`src/rtl/dso_pkg.sv`:
```
`default_nettype none
// ============================================================================
// Module : dso_pkg
// Shared opcodes, ack codes and frame-assembly state encoding for the host link.
// Rev    : 1.0
// ============================================================================
package dso_pkg;

  localparam logic [7:0] DUMP_CH     = 8'h01;
  localparam logic [7:0] CFG_GAIN    = 8'h02;
  localparam logic [7:0] TRIG_LVL    = 8'h03;
  localparam logic [7:0] TRIG_POS    = 8'h04;
  localparam logic [7:0] SET_DEC     = 8'h05;
  localparam logic [7:0] TRIG_CFG    = 8'h06;
  localparam logic [7:0] RD_TRIG_CFG = 8'h07;
  localparam logic [7:0] EEP_WR      = 8'h08;
  localparam logic [7:0] EEP_RD      = 8'h09;

  localparam logic [7:0] POS_ACK     = 8'hA5;
  localparam logic [7:0] NEG_ACK     = 8'hEE;

  typedef enum logic [1:0] {
    WAIT_HI  = 2'd0,
    WAIT_MID = 2'd1,
    WAIT_LO  = 2'd2
  } frame_state_t;

endpackage
`default_nettype wire

```
`src/rtl/uart_trcv.sv`:
```
`default_nettype none
// ============================================================================
// Module : uart_trcv
// 8N1 bit-level receiver and transmitter with independent baud counters.
// Rev    : 1.0
// ============================================================================
module uart_trcv
  import dso_pkg::*;
#(
  parameter int BAUD_DIV = 2604
) (
  input  logic       clk,
  input  logic       rst_n,
  input  logic       RX,
  output logic       TX,
  output logic [7:0] rx_byte,
  output logic       rx_rdy,
  output logic       rx_ferr,
  output logic       rx_start,
  input  logic [7:0] tx_data,
  input  logic       trmt,
  output logic       tx_done,
  output logic       tx_busy
);

  localparam int            c_cw        = $clog2(BAUD_DIV);
  localparam logic [c_cw-1:0] c_bit_last  = c_cw'(BAUD_DIV - 1);
  localparam logic [c_cw-1:0] c_half_last = c_cw'(BAUD_DIV / 2 - 1);

  logic            r_rx_meta, r_rx_sync, r_rx_prev;
  logic            r_rx_busy, r_rx_rdy, r_rx_ferr;
  logic [c_cw-1:0] r_rx_cnt;
  logic [3:0]      r_rx_bit;
  logic [7:0]      r_rx_shift;
  logic            w_rx_edge;

  logic            r_tx_busy;
  logic [c_cw-1:0] r_tx_cnt;
  logic [3:0]      r_tx_bit;
  logic [9:0]      r_tx_shift;

  assign w_rx_edge = !r_rx_busy && r_rx_prev && !r_rx_sync;

  // r_rx_bit: 0 = start recheck at half bit, 1..8 = data, 9 = stop
  always_ff @(posedge clk or negedge rst_n) begin
    if (!rst_n) begin
      r_rx_meta  <= 1'b1;
      r_rx_sync  <= 1'b1;
      r_rx_prev  <= 1'b1;
      r_rx_busy  <= 1'b0;
      r_rx_rdy   <= 1'b0;
      r_rx_ferr  <= 1'b0;
      r_rx_cnt   <= '0;
      r_rx_bit   <= '0;
      r_rx_shift <= '0;
    end else begin
      r_rx_meta <= RX;
      r_rx_sync <= r_rx_meta;
      r_rx_prev <= r_rx_sync;
      r_rx_rdy  <= 1'b0;
      r_rx_ferr <= 1'b0;
      if (w_rx_edge) begin
        r_rx_busy <= 1'b1;
        r_rx_cnt  <= c_half_last;
        r_rx_bit  <= '0;
      end else if (r_rx_busy) begin
        if (r_rx_cnt != '0) begin
          r_rx_cnt <= r_rx_cnt - 1'b1;
        end else begin
          r_rx_cnt <= c_bit_last;
          r_rx_bit <= r_rx_bit + 4'd1;
          if (r_rx_bit == 4'd0) begin
            if (r_rx_sync) r_rx_busy <= 1'b0;
          end else if (r_rx_bit == 4'd9) begin
            r_rx_busy <= 1'b0;
            r_rx_rdy  <= r_rx_sync;
            r_rx_ferr <= !r_rx_sync;
          end else begin
            r_rx_shift <= {r_rx_sync, r_rx_shift[7:1]};
          end
        end
      end
    end
  end

  // Shifter idles all-ones so TX sits high, including straight out of reset
  always_ff @(posedge clk or negedge rst_n) begin
    if (!rst_n) begin
      r_tx_busy  <= 1'b0;
      r_tx_cnt   <= '0;
      r_tx_bit   <= '0;
      r_tx_shift <= '1;
    end else if (!r_tx_busy) begin
      if (trmt) begin
        r_tx_busy  <= 1'b1;
        r_tx_shift <= {1'b1, tx_data, 1'b0};
        r_tx_cnt   <= c_bit_last;
        r_tx_bit   <= '0;
      end
    end else if (r_tx_cnt != '0) begin
      r_tx_cnt <= r_tx_cnt - 1'b1;
    end else if (r_tx_bit == 4'd9) begin
      r_tx_busy <= 1'b0;
    end else begin
      r_tx_shift <= {1'b1, r_tx_shift[9:1]};
      r_tx_bit   <= r_tx_bit + 4'd1;
      r_tx_cnt   <= c_bit_last;
    end
  end

  assign TX       = r_tx_shift[0];
  assign tx_busy  = r_tx_busy;
  assign tx_done  = r_tx_busy && (r_tx_cnt == '0) && (r_tx_bit == 4'd9);
  assign rx_byte  = r_rx_shift;
  assign rx_rdy   = r_rx_rdy;
  assign rx_ferr  = r_rx_ferr;
  assign rx_start = w_rx_edge;

endmodule
`default_nettype wire

```
`src/rtl/uart_cmd_slv.sv`:
```
`default_nettype none
// ============================================================================
// Module : uart_cmd_slv
// Host-link slave: assembles 3-byte RX frames into a 24-bit command, sends responses.
// Rev    : 1.0
// ============================================================================
module uart_cmd_slv
  import dso_pkg::*;
#(
  parameter int BAUD_DIV    = 2604,
  parameter int TIMEOUT_CYC = 65535
) (
  input  logic        clk,
  input  logic        rst_n,
  input  logic        RX,
  output logic        TX,
  output logic [23:0] cmd,
  output logic        cmd_rdy,
  input  logic        clr_cmd_rdy,
  input  logic [7:0]  resp,
  input  logic        send_resp,
  output logic        resp_sent,
  output logic        tx_busy,
  output logic        frame_err
);

  localparam int              c_tw      = $clog2(TIMEOUT_CYC + 1);
  localparam logic [c_tw-1:0] c_tmo_lim = c_tw'(TIMEOUT_CYC);

  logic [7:0]      w_rx_byte;
  logic            w_rx_rdy, w_rx_ferr, w_rx_start, w_tmo;
  frame_state_t    r_state, w_nxt_state;
  logic [23:0]     r_cmd;
  logic            r_cmd_rdy, r_frame_err;
  logic [c_tw-1:0] r_tmo_cnt;

  uart_trcv #(.BAUD_DIV(BAUD_DIV)) u_trcv (
    .clk      (clk),
    .rst_n    (rst_n),
    .RX       (RX),
    .TX       (TX),
    .rx_byte  (w_rx_byte),
    .rx_rdy   (w_rx_rdy),
    .rx_ferr  (w_rx_ferr),
    .rx_start (w_rx_start),
    .tx_data  (resp),
    .trmt     (send_resp),
    .tx_done  (resp_sent),
    .tx_busy  (tx_busy)
  );

  assign w_tmo = (r_state != WAIT_HI) && (r_tmo_cnt == c_tmo_lim);

  always_ff @(posedge clk or negedge rst_n) begin
    if (!rst_n) r_state <= WAIT_HI;
    else        r_state <= w_nxt_state;
  end

  always_comb begin
    w_nxt_state = r_state;
    if (w_rx_ferr) begin
      w_nxt_state = WAIT_HI;
    end else if (w_rx_rdy) begin
      case (r_state)
        WAIT_HI:  w_nxt_state = WAIT_MID;
        WAIT_MID: w_nxt_state = WAIT_LO;
        default:  w_nxt_state = WAIT_HI;
      endcase
    end else if (w_tmo) begin
      w_nxt_state = WAIT_HI;
    end
  end

  always_ff @(posedge clk or negedge rst_n) begin
    if (!rst_n) begin
      r_cmd       <= '0;
      r_cmd_rdy   <= 1'b0;
      r_tmo_cnt   <= '0;
      r_frame_err <= 1'b0;
    end else begin
      r_frame_err <= w_rx_ferr | (w_tmo & ~w_rx_rdy);

      if (r_state == WAIT_HI || w_rx_start || w_rx_rdy || w_tmo) r_tmo_cnt <= '0;
      else                                                       r_tmo_cnt <= r_tmo_cnt + 1'b1;

      if (w_rx_rdy) begin
        case (r_state)
          WAIT_HI:  r_cmd[23:16] <= w_rx_byte;
          WAIT_MID: r_cmd[15:8]  <= w_rx_byte;
          WAIT_LO:  r_cmd[7:0]   <= w_rx_byte;
          default:  r_cmd        <= r_cmd;
        endcase
      end

      // Completing a frame takes priority over a coincident consume
      if (w_rx_rdy && r_state == WAIT_LO)                          r_cmd_rdy <= 1'b1;
      else if (clr_cmd_rdy || (w_rx_rdy && r_state == WAIT_HI))    r_cmd_rdy <= 1'b0;
    end
  end

  assign cmd       = r_cmd;
  assign cmd_rdy   = r_cmd_rdy;
  assign frame_err = r_frame_err;

endmodule
`default_nettype wire

```
`config.mk`:
```
export PLATFORM = sky130hd
export DESIGN_NAME = uart_cmd_slv
export DESIGN_NICKNAME = d
export VERILOG_FILES = /design/src/rtl/dso_pkg.sv /design/src/rtl/uart_trcv.sv /design/src/rtl/uart_cmd_slv.sv
export SDC_FILE = /design/constraint.sdc
export NUM_CORES = 1
export LEC_CHECK = 0
export ABC_AREA = 1
export BUFFER_PORTS_ARGS = -buffer_cell sky130_fd_sc_hd__buf_4
export CORE_MARGIN = 1
export CORE_UTILIZATION = 60
export DETAILED_ROUTE_END_ITERATION = 12
export GPL_ROUTABILITY_DRIVEN = 0
export PLACE_DENSITY = 0.91
export SYNTH_ARGS = -nofsm -noshare
export SYNTH_HDL_FRONTEND = slang
export SYNTH_SLANG_ARGS = --single-unit
```
`constraint.sdc`:
```
create_clock -name clk -period 2.55 [get_ports clk]
set_clock_uncertainty 0.2 [all_clocks]
set_input_delay 0.1275 -clock clk [delete_from_list [all_inputs] [get_ports clk]]
set_output_delay 0.1275 -clock clk [all_outputs]
set_load 0.02 [all_outputs]
```
==> run_results.csv, run 1 <==
group,metric,value,unit
drt,dr.pass1.iters,5,
critical_path,reg2reg_from,"r_tmo_cnt[0]",
global_routing,overflow,0,
cells_and_area,fill_cells,584,
logic_synthesis,async_reset_ff_frac,1.000,
cells_and_area,finalNetCount,668,
clocking,post-cts-setup-buffers,0,
floorplanning,start_util,0.6279,
clocking,clockRootBuffer,"clkbuf_8",
job,drv_cap,0,
timing,whs,0.08004,ns
timing,setup_slack,0.4976,ns
clocking,cts_resized,0,
place,post-dp-hpwl,7504,um
floorplanning,dieHeight,92.62,um
critical_path,r2r-end,"r_tmo_cnt[9]",
floorplanning,rows,32,
critical_path,cpMostUsedCell,"inv_1",
power,powerDensity,713.7,mW/mm^2
power,sw_frac_of_total,0.3584,
logic_synthesis,syn_area_per_cell,8.380,um^2
drt,m1WireLength,4506,um
logic_synthesis,synthesis.area,0.004927,mm^2
cells_and_area,drive_gt1_frac,0.1677,
drt,wl_per_cell,14.07,um
critical_path,crit_type,"reg2out",
timing,rsz0062_at_grt,"no",
clocking,cts_tree,"built",
logic_synthesis,synth_edf_count,0,
global_routing,grt_pass1_vias,4082,
place,post-place-ws,0.6343,ns
timing,max-slew-margin-rel,0.6076,
clocking,clk_pin_slew,0.10,ns
logic_synthesis,ys_ff_latch,100,
logic_synthesis,yosys-top-cells-area,"dfrtp_1 45%, nand2_1 12%, dfstp_2 6.4%",
place,io_buffers,41,
place,placed_cell_area,0.005319,mm^2
logic_synthesis,synth_commonest_cells,"154 x nand2_1, 88 x dfrtp_1, 63 x inv_1, 63 x nor2_1, 46 x o21ai_0",
drt,vias,4116,
logic_synthesis,synth_cell_type_count,39,
cells_and_area,num_antenna_cells,0,
drt,drtIter0Drc,183,
floorplanning,ios,42,
global_routing,grt_usage,0.2611,
clocking,cts.path.max_buffers,2,
logic_synthesis,synth_top_cell_area_share,0.4469,
power,p_comb_frac,0.250,
critical_path,path_cells,"inv_1, ha_1, inv_1, nor2_1, nand2_1, nor2_1, nand3_2, inv_1, buf_4",
global_routing,grt_pass1_wl,17670,um
logic_synthesis,synth_area_leader_cell,"dfrtp_1",
cells_and_area,area_growth,14.30,%
drt,dr_wl_met3,384,um
power,p_seq_frac,0.509,
cells_and_area,regArea,0.002517,mm^2
critical_path,crit_arrival,1.72,ns
drt,antenna_left,0,
critical_path,critPathMaxStageDelay,0.42,ns
place,post-place-cells,724,
clocking,cts-hold-fix-buffers,12,
critical_path,crit_end,"resp_sent",
power,power,4.019,mW
clocking,cts_sinks,100,
clocking,clk_latency,0.37,ns
floorplanning,coreArea,0.007848,mm^2
cells_and_area,multiInputGateArea,0.002077,mm^2
global_routing,grt_start_max_net_pins,45,
timing,fmaxAchievable,487.2,MHz
timing,fin_crit,2.052,ns
global_routing,antenna_found_initial,0,
critical_path,reg2reg_depth,8,
timing,final_max_slew_viol_count,0,
logic_synthesis,yosysMostFrequentCell,"nand2_1",
drt,drt_wl_total,10580,um
critical_path,ff2ff_setup_slack,0.59,ns
power,power.internal,2.579,mW
outcome,status,"finished clean",
power,p_clk_frac,0.241,
drt,met2_length,5425,um
floorplanning,dieArea,0.008578,mm^2
timing,fin_crit_sh,0.8049,
power,ir_worst_vdd,417.6,uV
floorplanning,die_w,92.62,um
drt,drc_errors,0,
critical_path,cp-start-kind,"flop",
logic_synthesis,yosysWarnings,0,
cells_and_area,stdcell_count,752,
timing,tightest_slew,0.5869,ns
cells_and_area,utilization,0.7176,
drt,top_layer,"met4",
critical_path,worst_setup_path_end_kind,"primary output",
hold_path,min_path_type,"in2async",
timing,fin_tns_setup,0,ns
power,p_switching,1.441,mW
cells_and_area,final_area,0.005632,mm^2
logic_synthesis,synth-main-ff-cell,"dfrtp_1",
critical_path,critPathSlowestCell,"dfrtp_1",
timing,setup_viol,0,
timing,hold_viol_final,0,
critical_path,critPathMaxFanout,6,
logic_synthesis,synthCells,588,
clocking,htreeDepth,3,
critical_path,crit_path_start,"u_trcv.r_tx_cnt[0]",
drt,vias_per_cell,5.473,
logic_synthesis,syn-num-nets,611,
clocking,numCtsBuffers,9,
logic_synthesis,yosysSeqAreaShare,0.5109,
power,total_leakage_power,2.750,nW
critical_path,required,2.22,ns
## registers in the layout, indices dropped and copies added, names as in the netlist, 2 cells and up
register / count
u_trcv.r_tx_cnt: 12
u_trcv.r_rx_bit: 4
r_tmo_cnt: 16
u_trcv.r_tx_bit: 4
cmd: 24
u_trcv.rx_byte: 8
u_trcv.r_tx_shift: 9
r_state: 2
u_trcv.r_rx_cnt: 12
## critical path: cells and delay by family (launching register included)
family	cells	cell delay (ns)
buffers and inverters	4	0.38
flip-flops	1	0.42
adder cells (fa/ha/maj)	1	0.15
AND/OR/NAND/NOR	4	0.40
## how the worst min path moves through the flow
stage	start	slack (ns)	endpoint
floorplan	rst_n	-0.37	cmd[0]
global placement	rst_n	-0.05	u_trcv.r_rx_bit[0]
detailed placement	rst_n	-0.05	u_trcv.r_rx_bit[0]
CTS	send_resp	0.06	u_trcv.r_tx_shift[1]
global route	send_resp	0.11	u_trcv.r_tx_cnt[9]
finish	rst_n	0.08	cmd[15]
## layer usage
metal / track usage / vias to the layer above
li1: - / 2001
met1: 0.3173 / 1968
met2: 0.4543 / 120
met3: 0.04105 / 27
met4: 0.1256 / 0
met5: 0 / -
## logic make-up (layout without fill, tap and decap cells)
| logic type | count (synthesis) | in the layout | synth area share |
|---|---|---|---|
| adder cells (fa/ha/maj) | 10 | 10 | 0.02539 |
| flip-flops | 100 | 100 | 0.5109 |
| AO/OA/AOI/OAI | 72 | 72 | 0.08076 |
| buffers and inverters | 79 | 141 | 0.06755 |
| XOR/XNOR | 13 | 13 | 0.02311 |
| AND/OR/NAND/NOR | 314 | 314 | 0.2923 |
## power by group through the flow
stage               logic, mW  registers [mW]  clock network [mW]
CTS                     0.998            2.04               0.980
floorplan               0.757            2.02                   0
detailed placement      0.978            2.06                   0
global route             1.14            2.07                1.04
finish                   1.00            2.05               0.969
global placement        0.909            2.05                   0
## layout by cell type (no fill, tap or decap), types with 9 or more instances in the layout
master / instances
o21ai_0: 46
nand2_1: 154
buf_4: 46
dfstp_2: 12
dfrtp_1: 88
xor2_1: 12
nor3_1: 10
nand3_1: 40
ha_1: 10
clkbuf_8: 9
nor2_1: 63
dlygate4sd3_1: 12
inv_1: 63
a21oi_1: 12
nand4_1: 18
## final cells by class
cell class | count | area share
inverters | 67 | 0.04466
multi-input cells | 409 | 0.3688
repair buffers | 58 | 0.08265
clock buffers | 9 | 0.02200
clock inverters | 7 | 0.01222
flip-flops and latches | 100 | 0.4470
well taps | 102 | 0.02266
Note: power is estimated with default switching activity, not from simulation.
==> inputs of run 2 (changes only) <==
- CORE_UTILIZATION: 60 -> 54
- PLACE_DENSITY: 0.91 -> 0.87
- clock period: 2.55 -> 1.8 ns (I/O delays scaled with it)
==> run_results.csv, run 2 (synthesis results as in run 1) <==
group,metric,value,unit
critical_path,critPathSlowestCell,"dfrtp_1",
critical_path,crit_buf_inv,5,
floorplanning,coreArea,0.008763,mm^2
floorplanning,dieArea,0.009510,mm^2
floorplanning,ios,42,
drt,vias,4427,
timing,fin_crit_sh,1.092,
clocking,numCtsBuffers,9,
cells_and_area,finalNetCount,702,
cells_and_area,drive_gt1_frac,0.2485,
power,ir_worst_vdd,595.8,uV
floorplanning,start_util,0.5623,
cells_and_area,num_antenna_cells,0,
floorplanning,rows,34,
clocking,cts_tree,"built",
critical_path,required,1.51,ns
power,powerDensity,990.6,mW/mm^2
critical_path,reg2reg_from,"u_trcv.r_tx_bit[0]",
critical_path,r2r-end,"u_trcv.r_tx_bit[2]",
critical_path,reg2reg_depth,8,
hold_path,min_path_type,"in2async",
critical_path,crit_arrival,1.68,ns
power,power,6.029,mW
drt,dr.pass1.iters,7,
cells_and_area,regArea,0.002517,mm^2
cells_and_area,area_growth,23.51,%
clocking,cts_sinks,100,
timing,fmaxAchievable,508.6,MHz
clocking,clockRootBuffer,"clkbuf_8",
timing,rsz0062_at_grt,"yes",
job,drv_cap,0,
drt,drtIter0Drc,306,
global_routing,use_met1,0.2880,
timing,setup_viol,6,
cells_and_area,final_common_cell,"nand2_1",
global_routing,antenna_found_initial,0,
global_routing,grt_start_max_net_pins,101,
clocking,cts.path.max_buffers,2,
critical_path,cp-start-kind,"flop",
timing,final_max_slew_viol_count,0,
place,post-dp-hpwl,7110,um
outcome,failed_checks,"setup timing",
critical_path,crit_type,"reg2out",
timing,setup_slack,-0.1663,ns
timing,fin_crit,1.966,ns
power,total_leakage_power,2.932,nW
outcome,status,"complete, but fails checks",
global_routing,busiest_layer,"met2",
clocking,clk_pin_slew,0.11,ns
clocking,htreeDepth,3,
timing,whs,0.1031,ns
global_routing,grt_util_met2,0.4094,
timing,fin_tns_setup,-0.2029,ns
timing,hold_viol_final,0,
global_routing,grt_usage,0.2376,
critical_path,path_cells,"inv_2, ha_4, inv_2, nor2_2, nand2_1, nor2_1, nand3_2, buf_6, inv_2, buf_6",
cells_and_area,largest_reg_flops,24,
cells_and_area,final_area,0.006086,mm^2
drt,wl_per_cell,15.19,um
global_routing,met3_usage,0.05827,
place,post-place-ws,0.02690,ns
global_routing,overflow,0,
drt,vias_per_cell,5.590,
drt,drc_errors,0,
timing,tightest_slew,0.5257,ns
critical_path,critPathMaxFanout,2,
cells_and_area,fill_cells,595,
critical_path,cpMostUsedCell,"inv_2",
timing,max-slew-margin-rel,0.6496,
place,placed_cell_area,0.005429,mm^2
cells_and_area,layout_common_cells,"150 x nand2_1, 88 x dfrtp_1, 71 x buf_4, 59 x nor2_1, 55 x inv_1",
critical_path,worst_setup_path_end_kind,"primary output",
place,io_buffers,41,
critical_path,critPathMaxStageDelay,0.40,ns
global_routing,grt_pass1_vias,4200,
drt,drt_wl_total,12030,um
global_routing,grt_pass1_wl,18380,um
cells_and_area,multiInputGateArea,0.002235,mm^2
drt,antenna_left,0,
floorplanning,die_w,97.52,um
critical_path,ff2ff_setup_slack,-0.02,ns
clocking,clk_latency,0.38,ns
critical_path,critPathTopFamily,"buffers and inverters",
floorplanning,dieHeight,97.52,um
[run 2: cell count changes in the layout (fill, tap and decap cells not counted), sizes merged]
cell / before / now
buf: 46 / 77
clkinv: 2 / 4
nor2: 75 / 76
nand2: 161 / 163
clkinvlp: 2 / 0
[run 2: tightest hold or removal path: stages]
cell,delay (ns)
dlygate4sd3_1,0.53
buf_4,0.11
buf_12,0.39
[run 2: how the worst max path moves through the flow]
stage | start | end | slack, ns | cells past startpoint
floorplan | u_trcv.r_tx_cnt[0] | u_trcv.r_tx_bit[0] | 0.15 | 10
global placement | r_tmo_cnt[0] | r_tmo_cnt[9] | 0.11 | 8
detailed placement | u_trcv.r_rx_bit[0] | u_trcv.rx_byte[2] | 0.03 | 7
CTS | u_trcv.r_tx_cnt[1] | resp_sent | -0.15 | 10
global route | u_trcv.r_tx_bit[1] | resp_sent | -0.26 | 8
finish | u_trcv.r_tx_cnt[0] | resp_sent | -0.17 | 10
[run 2: power by group]
| part | switching, mW | total [mW] | internal [mW] | leakage [nW] |
|---|---|---|---|---|
| Sequential | 0.323 | 2.92 | 2.59 | 1.29 |
| Combinational | 1.01 | 1.64 | 0.630 | 1.53 |
| Clock | 0.907 | 1.47 | 0.564 | 0.106 |
[run 2: per-layer routing]
| metal | share of wire | wire [um] | vias up |
|---|---|---|---|
| li1 | - | - | 2071 |
| met5 | 0 | 0 | - |
| met4 | 0.030 | 364 | 0 |
| met1 | 0.40 | 4821 | 2120 |
| met2 | 0.51 | 6190 | 193 |
| met3 | 0.054 | 654 | 43 |
[run 2: final cells by class]
class | instances | area share
clock buffer | 9 | 0.02035
clock inverter | 7 | 0.01460
sequential | 100 | 0.4137
multi-input combinational | 412 | 0.3672
tap | 108 | 0.02220
inverter | 67 | 0.04215
timing repair buffer | 89 | 0.1199
[run 2: what timing repair did]
item,CTS,global route
hold buffers,12,0
resized for setup,11,37
buffers inserted,7,13
endpoints found under the hold margin,110,0
pin swaps,4,11
setup endpoints to repair,2,44
gates cloned,0,3
[run 2: metrics by stage]
step	util	std cells
floorplan	-	588
global placement	0.6195	742
detailed placement	0.6195	742
CTS	0.6660	777
global route	0.6945	792
finish	0.6945	792
